[config.mk]
export PLATFORM = sky130hd
export DESIGN_NAME = pc_unit_flat
export DESIGN_NICKNAME = d
export VERILOG_FILES = /design/src/rtl/pc_pkg.sv /design/src/rtl/pc_if.sv /design/src/rtl/pc_target_sel.sv /design/src/rtl/pc_unit.sv /design/src/flat_wrapper.sv
export SDC_FILE = /design/constraint.sdc
export NUM_CORES = 1
export LEC_CHECK = 0
export CORE_MARGIN = 2
export CORE_UTILIZATION = 35
export DETAILED_ROUTE_END_ITERATION = 7
export PLACE_DENSITY = 0.82
export SETUP_SLACK_MARGIN = 0.05
export SYNTH_ARGS = -nofsm -noshare
export SYNTH_HDL_FRONTEND = slang
export SYNTH_SLANG_ARGS = --single-unit
[constraint.sdc]
create_clock -name clk -period 2.21 [get_ports clk]
set_input_delay 0.221 -clock clk [delete_from_list [all_inputs] [get_ports clk]]
set_output_delay 0.221 -clock clk [all_outputs]
set_load 0.05 [all_outputs]
[src/rtl/pc_pkg.sv]
// pc_pkg: shared types and constants for the fetch-stage program counter.
// Optional feature macro: PC_MISALIGN_TRAP_EN (misaligned redirect target trap).
package pc_pkg;

   localparam int DEF_XLEN = 32;

   typedef enum logic [1:0] {
      BOOT = 2'd0,
      RUN  = 2'd1,
      HALT = 2'd2
   } pc_state_t;

   // Redirect source reported by the target selector.
   localparam logic [1:0] SRC_NONE = 2'd0;
   localparam logic [1:0] SRC_BR   = 2'd1;
   localparam logic [1:0] SRC_JAL  = 2'd2;
   localparam logic [1:0] SRC_JALR = 2'd3;

endpackage

[src/rtl/pc_if.sv]
// pc_if: redirect/control inputs and fetch/trap outputs of pc_unit.
// The slave modport is the PC unit itself; the master side drives redirects.
interface pc_if
   import pc_pkg::*;
#(
   parameter int XLEN = DEF_XLEN
);
   logic            stall_i;
   logic            branch_res;
   logic [XLEN-1:0] branch_add;
   logic            jal;
   logic [XLEN-1:0] jal_add;
   logic            jalr;
   logic [XLEN-1:0] jalr_add;
   logic            halt_i;
   logic            resume_i;
   logic [XLEN-1:0] address_out;
   logic [XLEN-1:0] pc_plus4;
   logic            fetch_valid;
   logic            trap_valid;
   logic [XLEN-1:0] trap_addr;
   logic [XLEN-1:0] trap_epc;

   modport master (
      output stall_i, branch_res, branch_add, jal, jal_add, jalr, jalr_add,
             halt_i, resume_i,
      input  address_out, pc_plus4, fetch_valid, trap_valid, trap_addr, trap_epc
   );

   modport slave (
      input  stall_i, branch_res, branch_add, jal, jal_add, jalr, jalr_add,
             halt_i, resume_i,
      output address_out, pc_plus4, fetch_valid, trap_valid, trap_addr, trap_epc
   );
endinterface

[src/rtl/pc_target_sel.sv]
// pc_target_sel: combinational redirect priority mux (branch > jal > jalr),
// jalr bit-0 clear and target alignment check.
// Optional feature macro: PC_MISALIGN_TRAP_EN.
module pc_target_sel
   import pc_pkg::*;
#(
   parameter int XLEN = DEF_XLEN
) (
   input  logic            i_branch_res,
   input  logic [XLEN-1:0] i_branch_add,
   input  logic            i_jal,
   input  logic [XLEN-1:0] i_jal_add,
   input  logic            i_jalr,
   input  logic [XLEN-1:0] i_jalr_add,
   output logic [XLEN-1:0] o_target,
   output logic [1:0]      o_src,
   output logic            o_misaligned
);
   logic [XLEN-1:0] w_jalr_tgt;
   logic [XLEN-1:0] w_raw;

   assign w_jalr_tgt = i_jalr_add & ~XLEN'(1);

   // Pick the highest-priority redirect and remember which one won.
   always_comb begin
      w_raw = '0;
      o_src = SRC_NONE;
      if (i_branch_res) begin
         w_raw = i_branch_add;
         o_src = SRC_BR;
      end else if (i_jal) begin
         w_raw = i_jal_add;
         o_src = SRC_JAL;
      end else if (i_jalr) begin
         w_raw = w_jalr_tgt;
         o_src = SRC_JALR;
      end
   end

`ifdef PC_MISALIGN_TRAP_EN
   // Bit 1 set means the target is not word aligned; the caller traps.
   assign o_target     = w_raw;
   assign o_misaligned = w_raw[1];
`else
   // Without trapping, silently word-align the target.
   assign o_target     = w_raw & ~XLEN'(3);
   assign o_misaligned = 1'b0;
`endif

endmodule

[src/rtl/pc_unit.sv]
// pc_unit: RV32I fetch-stage program counter with reset vector, boot delay,
// stall, halt/resume and optional misaligned-target trap.
// Optional feature macro: PC_MISALIGN_TRAP_EN (when undefined the trap outputs
// are constant zero because the selector never flags a misaligned target).
module pc_unit
   import pc_pkg::*;
#(
   parameter int              XLEN        = DEF_XLEN,
   parameter logic [XLEN-1:0] RESET_VEC   = '0,
   parameter logic [XLEN-1:0] TRAP_VEC    = 'h100,
   parameter int              BOOT_CYCLES = 2
) (
   input logic clk,
   input logic rst,
   pc_if.slave bus
);
   localparam int CNT_W = (BOOT_CYCLES > 1) ? $clog2(BOOT_CYCLES) : 1;
   localparam logic [CNT_W-1:0] CNT_LAST =
      CNT_W'((BOOT_CYCLES > 0) ? (BOOT_CYCLES - 1) : 0);
   localparam pc_state_t ST_AFTER_RST = (BOOT_CYCLES == 0) ? RUN : BOOT;
   localparam logic      FV_AFTER_RST = (BOOT_CYCLES == 0);

   pc_state_t       r_state;
   logic [CNT_W-1:0] r_cnt;
   logic [XLEN-1:0] r_pc;
   logic            r_fetch_valid;
   logic            r_trap_valid;
   logic [XLEN-1:0] r_trap_addr;
   logic [XLEN-1:0] r_trap_epc;

   logic [XLEN-1:0] w_pc_plus4;
   logic [XLEN-1:0] w_target;
   logic [1:0]      w_src;
   logic            w_misaligned;

   assign w_pc_plus4 = r_pc + XLEN'(4);

   pc_target_sel #(
      .XLEN (XLEN)
   ) u_sel (
      .i_branch_res (bus.branch_res),
      .i_branch_add (bus.branch_add),
      .i_jal        (bus.jal),
      .i_jal_add    (bus.jal_add),
      .i_jalr       (bus.jalr),
      .i_jalr_add   (bus.jalr_add),
      .o_target     (w_target),
      .o_src        (w_src),
      .o_misaligned (w_misaligned)
   );

   // BOOT/RUN/HALT state machine owning the PC and all registered outputs.
   always_ff @(posedge clk) begin
      if (rst) begin
         r_state       <= ST_AFTER_RST;
         r_cnt         <= '0;
         r_pc          <= RESET_VEC;
         r_fetch_valid <= FV_AFTER_RST;
         r_trap_valid  <= 1'b0;
         r_trap_addr   <= '0;
         r_trap_epc    <= '0;
      end else begin
         r_trap_valid <= 1'b0;
         case (r_state)
            BOOT: begin
               r_cnt <= r_cnt + 1'b1;
               if (r_cnt == CNT_LAST) begin
                  r_state       <= RUN;
                  r_fetch_valid <= 1'b1;
               end
            end
            RUN: begin
               if (bus.halt_i) begin
                  // The halting instruction retires, so fetch resumes after it.
                  r_pc          <= w_pc_plus4;
                  r_state       <= HALT;
                  r_fetch_valid <= 1'b0;
               end else if (w_src != SRC_NONE) begin
                  // Redirects win over stall.
                  if (w_misaligned) begin
                     r_pc         <= TRAP_VEC;
                     r_trap_valid <= 1'b1;
                     r_trap_addr  <= w_target;
                     r_trap_epc   <= r_pc;
                  end else begin
                     r_pc <= w_target;
                  end
               end else if (!bus.stall_i) begin
                  r_pc <= w_pc_plus4;
               end
            end
            HALT: begin
               if (bus.resume_i) begin
                  r_state       <= RUN;
                  r_fetch_valid <= 1'b1;
               end
            end
            default: begin
               r_state       <= ST_AFTER_RST;
               r_fetch_valid <= FV_AFTER_RST;
            end
         endcase
      end
   end

   assign bus.address_out = r_pc;
   assign bus.pc_plus4    = w_pc_plus4;
   assign bus.fetch_valid = r_fetch_valid;
   assign bus.trap_valid  = r_trap_valid;
   assign bus.trap_addr   = r_trap_addr;
   assign bus.trap_epc    = r_trap_epc;

endmodule

[src/flat_wrapper.sv]
// flat-port wrapper written by rule: the top's interface ports become plain ports
module pc_unit_flat import pc_pkg::*;
#(
   parameter int              XLEN        = DEF_XLEN,
   parameter logic [XLEN-1:0] RESET_VEC   = '0,
   parameter logic [XLEN-1:0] TRAP_VEC    = 'h100,
   parameter int              BOOT_CYCLES = 2
)
  (clk, rst, bus_stall_i, bus_branch_res, bus_branch_add, bus_jal, bus_jal_add, bus_jalr, bus_jalr_add, bus_halt_i, bus_resume_i, bus_address_out, bus_pc_plus4, bus_fetch_valid, bus_trap_valid, bus_trap_addr, bus_trap_epc);
  pc_if #(.XLEN(XLEN)) bus_i ();
  input logic clk;
  input logic rst;
  input wire logic [$bits(bus_i.stall_i)-1:0] bus_stall_i;
  input wire logic [$bits(bus_i.branch_res)-1:0] bus_branch_res;
  input wire logic [$bits(bus_i.branch_add)-1:0] bus_branch_add;
  input wire logic [$bits(bus_i.jal)-1:0] bus_jal;
  input wire logic [$bits(bus_i.jal_add)-1:0] bus_jal_add;
  input wire logic [$bits(bus_i.jalr)-1:0] bus_jalr;
  input wire logic [$bits(bus_i.jalr_add)-1:0] bus_jalr_add;
  input wire logic [$bits(bus_i.halt_i)-1:0] bus_halt_i;
  input wire logic [$bits(bus_i.resume_i)-1:0] bus_resume_i;
  output wire logic [$bits(bus_i.address_out)-1:0] bus_address_out;
  output wire logic [$bits(bus_i.pc_plus4)-1:0] bus_pc_plus4;
  output wire logic [$bits(bus_i.fetch_valid)-1:0] bus_fetch_valid;
  output wire logic [$bits(bus_i.trap_valid)-1:0] bus_trap_valid;
  output wire logic [$bits(bus_i.trap_addr)-1:0] bus_trap_addr;
  output wire logic [$bits(bus_i.trap_epc)-1:0] bus_trap_epc;
  assign bus_i.stall_i = bus_stall_i;
  assign bus_i.branch_res = bus_branch_res;
  assign bus_i.branch_add = bus_branch_add;
  assign bus_i.jal = bus_jal;
  assign bus_i.jal_add = bus_jal_add;
  assign bus_i.jalr = bus_jalr;
  assign bus_i.jalr_add = bus_jalr_add;
  assign bus_i.halt_i = bus_halt_i;
  assign bus_i.resume_i = bus_resume_i;
  assign bus_address_out = bus_i.address_out;
  assign bus_pc_plus4 = bus_i.pc_plus4;
  assign bus_fetch_valid = bus_i.fetch_valid;
  assign bus_trap_valid = bus_i.trap_valid;
  assign bus_trap_addr = bus_i.trap_addr;
  assign bus_trap_epc = bus_i.trap_epc;
  pc_unit #(.XLEN(XLEN), .RESET_VEC(RESET_VEC), .TRAP_VEC(TRAP_VEC), .BOOT_CYCLES(BOOT_CYCLES)) u_core (.clk(clk), .rst(rst), .bus(bus_i));
endmodule
# Yosys cells after proc, flatten, opt, wreduce, memory -nomap -nowiden
# Cells that the tools add are included.
[word_totals]
regBits = 36
in_bits = 104
out_inout_bits = 130
word_cells = 33
[classes]
n_addsub = 2
n_eq_ne = 6
n_mux = 17
reduce_logical = 4
[ops]
columns = ["op", "count"]
rows = [
  ["$mux 32", 6],
  ["$add 32x3->32 const B", 1],
  ["$mux 2", 6],
  ["$pmux 2 s3", 1],
  ["$ne 2x2->1 const B", 2],
  ["$mux 1", 3],
  ["$ne 3x1->1 const B", 1],
  ["$pmux 1 s3", 1],
  ["$reduce_and 3->1", 1],
  ["$eq 2x1->1 const B", 1],
  ["$eq 2x2->1 const B", 1],
  ["$logic_not 2->1", 1],
  ["$ne 2x1->1 const B", 1],
  ["$reduce_and 2->1", 1],
  ["$reduce_bool 2->1", 1],
  ["$add 1x1->1 const B", 1],
]

# Depth between registers and ports, before layout
# Gate-level depths: netlist (run 1).
[depth]
word_depth = 6
depth_mapped = 9
mapped_depth_nobuf = 6

# By module
# From an unflattened synthesis (run 1), not the netlist that was laid out.
[hier_totals]
hier_cells = 790
hier_area_um2 = 5711.7
[by_module_without_submodules]
columns = ["module", "n_inst", "cells_each", "area_per_inst_um2", "seq_area_each_um2"]
rows = [
  ["pc_unit", 1, 645, 4829.6, 2021.9],
  ["pc_target_sel", 1, 145, 882.1, 0.0],
]

# Least setup slack after synthesis (run 1)
# No wires, ideal clock.
[synth_path]
path_kind = "flip-flop to output port"
start = "register u_core.r_pc[2], in the netlist u_core.bus.address_out[2]"
end = "output port bus_pc_plus4[22]"
arrival_time_ns = 2.959
required_ns = 1.989
path_slack_ns = -0.970
stages_incl_launch_ff = 7
n_path_buf = 0
cell_sequence = "dfxtp_1 > ha_1 > nand3_1 > or2_2 > nor4_4 > nand3_1 > xnor2_1"
[synth_via]
elab_chain_cells = 1
[synth_rtl]
columns = ["element", "line", "rtl"]
rows = [
  ["from (decl)", "pc_unit.sv:25", "logic [XLEN-1:0] r_pc;"],
  ["from (signal assigned)", "pc_unit.sv:75", "r_pc <= w_pc_plus4;"],
  ["from (signal assigned)", "pc_unit.sv:86", "r_pc <= w_target;"],
  ["from (signal assigned)", "pc_unit.sv:89", "r_pc <= w_pc_plus4;"],
  ["$add 32x3->32", "pc_unit.sv:36", "assign w_pc_plus4 = r_pc + XLEN'(4);"],
  ["to (decl)", "flat_wrapper.sv:23", "output wire logic [$bits(bus_i.pc_plus4)-1:0] bus_pc_plus4;"],
]
# No other way between the ends.

# Worst setup path after layout (run 1)
[layout_path]
start = "register u_core.r_pc[11], in the netlist u_core.bus.address_out[11]"
end = "output port bus_pc_plus4[26]"
# Same word-level chain as after synthesis.

==> flow_metrics.tcl, run 1 <==
set metrics [dict create \
    status "complete, but fails checks" \
    violations "setup timing" \
    antenna_found_initial 0 \
    clkLatencyLatePin_ps 290 \
    die_height_um 103 \
    cts.htree.levels 2 \
    hp-class "register to register" \
    syn_area_per_cell_um2 7.05 \
    die_area_mm2 0.0107 \
    cp_max_fo 7 \
    synth_ff_type "dfxtp_1" \
    wirelength_um 13700 \
    ys_ff_latch 33 \
    grt_use_total_pct 23.4 \
    vias 4363 \
    nets 793 \
    final_cell_mix "129 x clkdlybuf4s50_1, 71 x buf_4, 69 x conb_1, 41 x nand2_1, 36 x o21ai_0" \
    ys_async_sr_fraction_pct 0 \
    place_area_mm2 0.00553 \
    io_pins 234 \
    endpoint_kind "primary output" \
    stdcell_count 822 \
    nFillCells 780 \
    cts.clk_slew.worst_paths_ps 80 \
    num_rows 36 \
    drive_above_1_share_pct 25.8 \
    synth_edf_count 0 \
    dpl.cell_count 772 \
    fin_ws_ps -85.4 \
    final_cell_area_mm2 0.00620 \
    dpl.hpwl_um 10200 \
    synthCells 490 \
    grt_max_degree 61 \
    cp-start-kind "register" \
    p_leak_nw 2.55 \
    drt-initial-drc-count 306 \
    grt_pass1_vias 3802 \
    period_minus_slack_ps 2300 \
    ant_nets 0 \
    tns_ps -214 \
    clkSinkCount 33 \
    maxSlewHeadroom_pct 63.2 \
    grt_pass1_wl_um 19300 \
    worst-setup-path-type "register to primary output" \
    area_growth_pct 79.4 \
    cts_tree "done" \
    seq_area_frac_synth_pct 19.1 \
    wl_per_cell_um 16.6 \
    hold_viol 0 \
    cts_buffers 5 \
    first_pass_iters 5 \
    coreArea_mm2 0.00968 \
    vdd_drop_max_uv 363 \
    rsz0062_at_grt "yes" \
    cts-root-buf "clkbuf_8" \
    finalSetupViolCount 4 \
    syn_area_mm2 0.00345 \
    drv_cap 0 \
    critical_path_arrival_ps 2070 \
    whs_ps 504 \
    layout_commonest_cell "clkdlybuf4s50_1" \
    yosys_warnings 0 \
    fin_crit_sh_pct 104 \
    via_per_inst 5.31 \
    num_antenna_cells 0 \
    tightest_slew_ps 551 \
    timing.fmax_mhz 436 \
    start_util_pct 35.7 \
    grt-ovfl-total 0 \
    slew_violations 0 \
    required_ps 1990 \
    io_buffer_count 158 \
    synth_cell_types 50 \
    drc 0 \
    gp_congestion 0.918 \
    clock_skew_ps 10.3 \
    post-route-util_pct 64.0 \
    ctsHoldBuffers 0 \
    powerDensity_mw_per_mm2 468 \
    die_w_um 103 \
    clk_path_buf_depth 2 \
]
power by group:
part           switching [mW]  internal, mW  leakage, nW
registers               0.103         0.649        0.285
clock network           0.236         0.333       0.0528
logic                   0.986         0.594         2.21
state kept, by name, summed over array words and instances (netlist names):
name and flops:
u_core.r_state 2, u_core.r_cnt 1, u_core.bus.address_out 30
what timing repair did:
item	CTS	global route
endpoints found under the setup margin	20	23
setup buffers	18	24
pin swaps	17	23
resized for setup	14	36
gates cloned	0	0
synth_stat cells, types with 7 or more instances:
cell,count,area (um2)
buf_4,69,518
nand2_1,45,169
nor2_1,36,135
o21ai_0,36,180
dfxtp_1,33,661
a22oi_1,31,233
clkbuf_1,30,113
xnor2_1,19,166
nand4_1,18,113
nor3_1,15,75.1
a21oi_1,14,70.1
nand3_1,14,70.1
nor2b_1,12,75.1
a221oi_1,11,96.3
xor2_1,10,87.6
a31oi_1,9,56.3
inv_1,9,33.8
or3_1,8,50.1
buf_2,7,35.0
path summary, 6_finish.rpt:
path / from / to / slack (ps) / depth (start not counted)
worst max-delay path: u_core.bus.address_out[11] / bus_pc_plus4[26] / -90 / 7
worst min-delay path: u_core.r_cnt / u_core.r_cnt / 500 / 2
worst max register to register: u_core.bus.address_out[11] / u_core.bus.address_out[30] / 150 / 8
worst min register to register: u_core.r_cnt / u_core.r_cnt / 500 / 2
critical path, cell delays in order, from the launching register on:
cell	delay, ps
dfxtp_4	380
nand4_1	240
buf_4	230
nor4_4	260
nand2_2	160
nor2_4	170
xor2_4	180
buf_12	150
kinds of logic after synthesis:
family | Yosys count | synth area share, %
AO/OA/AOI/OAI | 130 | 25.0
other | 1 | 0.109
buffers and inverters | 119 | 21.0
flip-flops | 33 | 19.1
multiplexers | 4 | 1.20
adder cells (fa/ha/maj) | 1 | 0.362
XOR/XNOR | 29 | 7.35
AND/OR/NAND/NOR | 173 | 25.9
metrics by stage:
stage | setup slack (ps) | power (mW)
finish | -85.4 | 2.90
global route | -138 | 3.02
CTS | -65.2 | 2.86
detailed placement | 29.6 | 2.28
global placement | 68.9 | 2.25
floorplan | -137 | 1.80
final cells by class:
cell class	instances	area [um2]	area share, %
Clock buffer	6	72.6	1.17
Tap cell	133	166	2.68
Clock inverter	2	33.8	0.545
Inverter	9	33.8	0.545
Multi-Input combinational cell	406	2760	44.5
Timing Repair Buffer	233	2390	38.6
Sequential cell	33	736	11.9
layer usage:
layer / GRT usage [%] / wire [um]
met5: 0 / 0
met4: 7.29 / 250
met3: 4.50 / 1280
met2: 40.1 / 6840
met1: 29.7 / 5290
Power figures use the tool's default switching activity.
==> inputs of run 2 (changes only) <==
- ABC_AREA: default -> 1
- PLACE_DENSITY: 0.82 -> 0.81
==> flow_metrics.tcl, run 2 <==
set metrics [dict create \
    grt_pass1_vias 3817 \
    dpl.hpwl_um 9720 \
    cp_max_fo 5 \
    grt-ovfl-total 0 \
    clock_skew_ps 2.96 \
    grt_max_degree 43 \
    tns_ps 0 \
    die_area_mm2 0.0111 \
    rsz0062_at_grt "no" \
    syn_area_mm2 0.00361 \
    wl_per_cell_um 13.4 \
    cts-root-buf "clkbuf_8" \
    synth_top_area_share_pct 18.3 \
    drc 0 \
    wirelength_um 12000 \
    place_area_mm2 0.00536 \
    post-route-util_pct 53.9 \
    p_leak_nw 2.28 \
    worst-setup-path-type "register to primary output" \
    tightest_slew_ps 531 \
    syn_area_per_cell_um2 5.92 \
    clkLatencyLatePin_ps 290 \
    endpoint_kind "primary output" \
    wl_met1_um 5090 \
    yosys_warnings 0 \
    ant_nets 0 \
    nets 864 \
    first_pass_iters 5 \
    vdd_drop_max_uv 373 \
    die_w_um 106 \
    slew_violations 0 \
    wl_met2_um 5870 \
    largest_reg_flops 30 \
    synth_ff_type "dfxtp_1" \
    hold_viol 0 \
    critical_path_arrival_ps 1860 \
    grt_use_total_pct 20.8 \
    synth_edf_count 0 \
    required_ps 1990 \
    fin_ws_ps 131 \
    final_cell_area_mm2 0.00549 \
    route.met3.wl_um 870 \
    synth.most_common_cell "nand2_1" \
    gp_congestion 0.936 \
    grt_pass1_wl_um 18800 \
    place_ws_ps 311 \
    seq_area_frac_synth_pct 18.3 \
    ys_ff_latch 33 \
    io_buffer_count 158 \
    drv_cap 0 \
    highest_layer "met4" \
    synthTopCellsByCount "154 x nand2_1, 71 x buf_4, 62 x nor2_1, 59 x nand3_1, 55 x a21oi_1" \
    fin_crit_sh_pct 94.1 \
    synthCells 610 \
    synth_cell_types 36 \
    cts.clk_slew.worst_paths_ps 70 \
    powerDensity_mw_per_mm2 946 \
    die_height_um 106 \
    drt-initial-drc-count 186 \
    drive_above_1_share_pct 12.2 \
    nFillCells 989 \
    ys_async_sr_fraction_pct 0 \
    clkSinkCount 33 \
    coreArea_mm2 0.0102 \
    hp-class "register to register" \
    maxSlewHeadroom_pct 64.5 \
    num_rows 37 \
    cts_buffers 5 \
    ctsHoldBuffers 0 \
    layout_commonest_cell "nand2_1" \
    area_growth_pct 52.1 \
    status "complete, no violations" \
    start_util_pct 35.5 \
    cts_tree "done" \
    clk_path_buf_depth 2 \
    finalSetupViolCount 0 \
    cp-start-kind "register" \
    io_pins 234 \
    cts.htree.levels 2 \
    via_per_inst 4.70 \
    period_minus_slack_ps 2080 \
    timing.fmax_mhz 481 \
    num_antenna_cells 0 \
    synth.largest_area_cell "dfxtp_1" \
    netlist_top_cells_area "dfxtp_1 18%, nand2_1 16%, buf_4 15%" \
    p_total_mw 5.19 \
    antenna_found_initial 0 \
    vias 4214 \
    final_cell_mix "154 x nand2_1, 130 x clkdlybuf4s50_1, 69 x conb_1, 62 x nor2_1, 59 x nand3_1" \
]
run 2: per-layer routing:
metal | global-route usage, % | vias to the layer above
met5 | 0 | -
met4 | 5.64 | 0
met3 | 3.46 | 14
met2 | 36.5 | 181
met1 | 26.3 | 1865
li1 | - | 2154
run 2: power breakdown:
part           switching, mW  total [mW]  internal [mW]
Sequential             0.309        1.10          0.787
Combinational           2.30        3.63           1.34
Clock                  0.245       0.464          0.219
Total                   2.85        5.19           2.34
run 2: cell families (layout without fill, tap and decap cells):
logic type / count (synthesis) / after routing / share of synthesized area, %
AO/OA/AOI/OAI: 116 / 116 / 17.8
other: 1 / 69 / 0.104
buffers and inverters: 131 / 213 / 21.5
AND/OR/NAND/NOR: 320 / 320 / 39.8
flip-flops: 33 / 33 / 18.3
adder cells (fa/ha/maj): 1 / 1 / 0.346
XOR/XNOR: 8 / 8 / 2.15
run 2: repair_timing:
action                     CTS  global route
buffers inserted             0             2
gates resized for setup      2             8
setup endpoints to repair    3            12
pin swaps                    0             1
run 2: critical path, stage by stage (launching register included):
cell     delay, ps
dfxtp_1        520
nand2_2        170
nor2_2         130
nand2_1         70
nor2_1         230
nand3_1        120
nand2_1        160
buf_12         160
run 2: per-stage QoR:
stage | std cells | hold WS (ps)
floorplan | 678 | 290
global placement | 886 | 462
detailed placement | 886 | 487
CTS | 894 | 497
global route | 896 | 541
finish | 896 | 490
run 2: final cells by class:
cell class | count | area, um2 | share of cell area [%]
clock buffer | 6 | 72.6 | 1.32
clock inverter | 2 | 10.0 | 0.182
inverter | 33 | 124 | 2.26
multi-input combinational | 514 | 2500 | 45.6
sequential | 33 | 668 | 12.2
tap | 136 | 170 | 3.10
timing repair buffer | 172 | 1940 | 35.4
run 2: final timing paths:
kind                                                 from                          to  slack [ps]  cells after the start
worst max-delay path            u_core.bus.address_out[5]            bus_pc_plus4[27]         130                      7
worst min-delay path                         u_core.r_cnt                u_core.r_cnt         490                      2
worst max register to register  u_core.bus.address_out[5]  u_core.bus.address_out[27]         550                      8
worst min register to register               u_core.r_cnt                u_core.r_cnt         490                      2
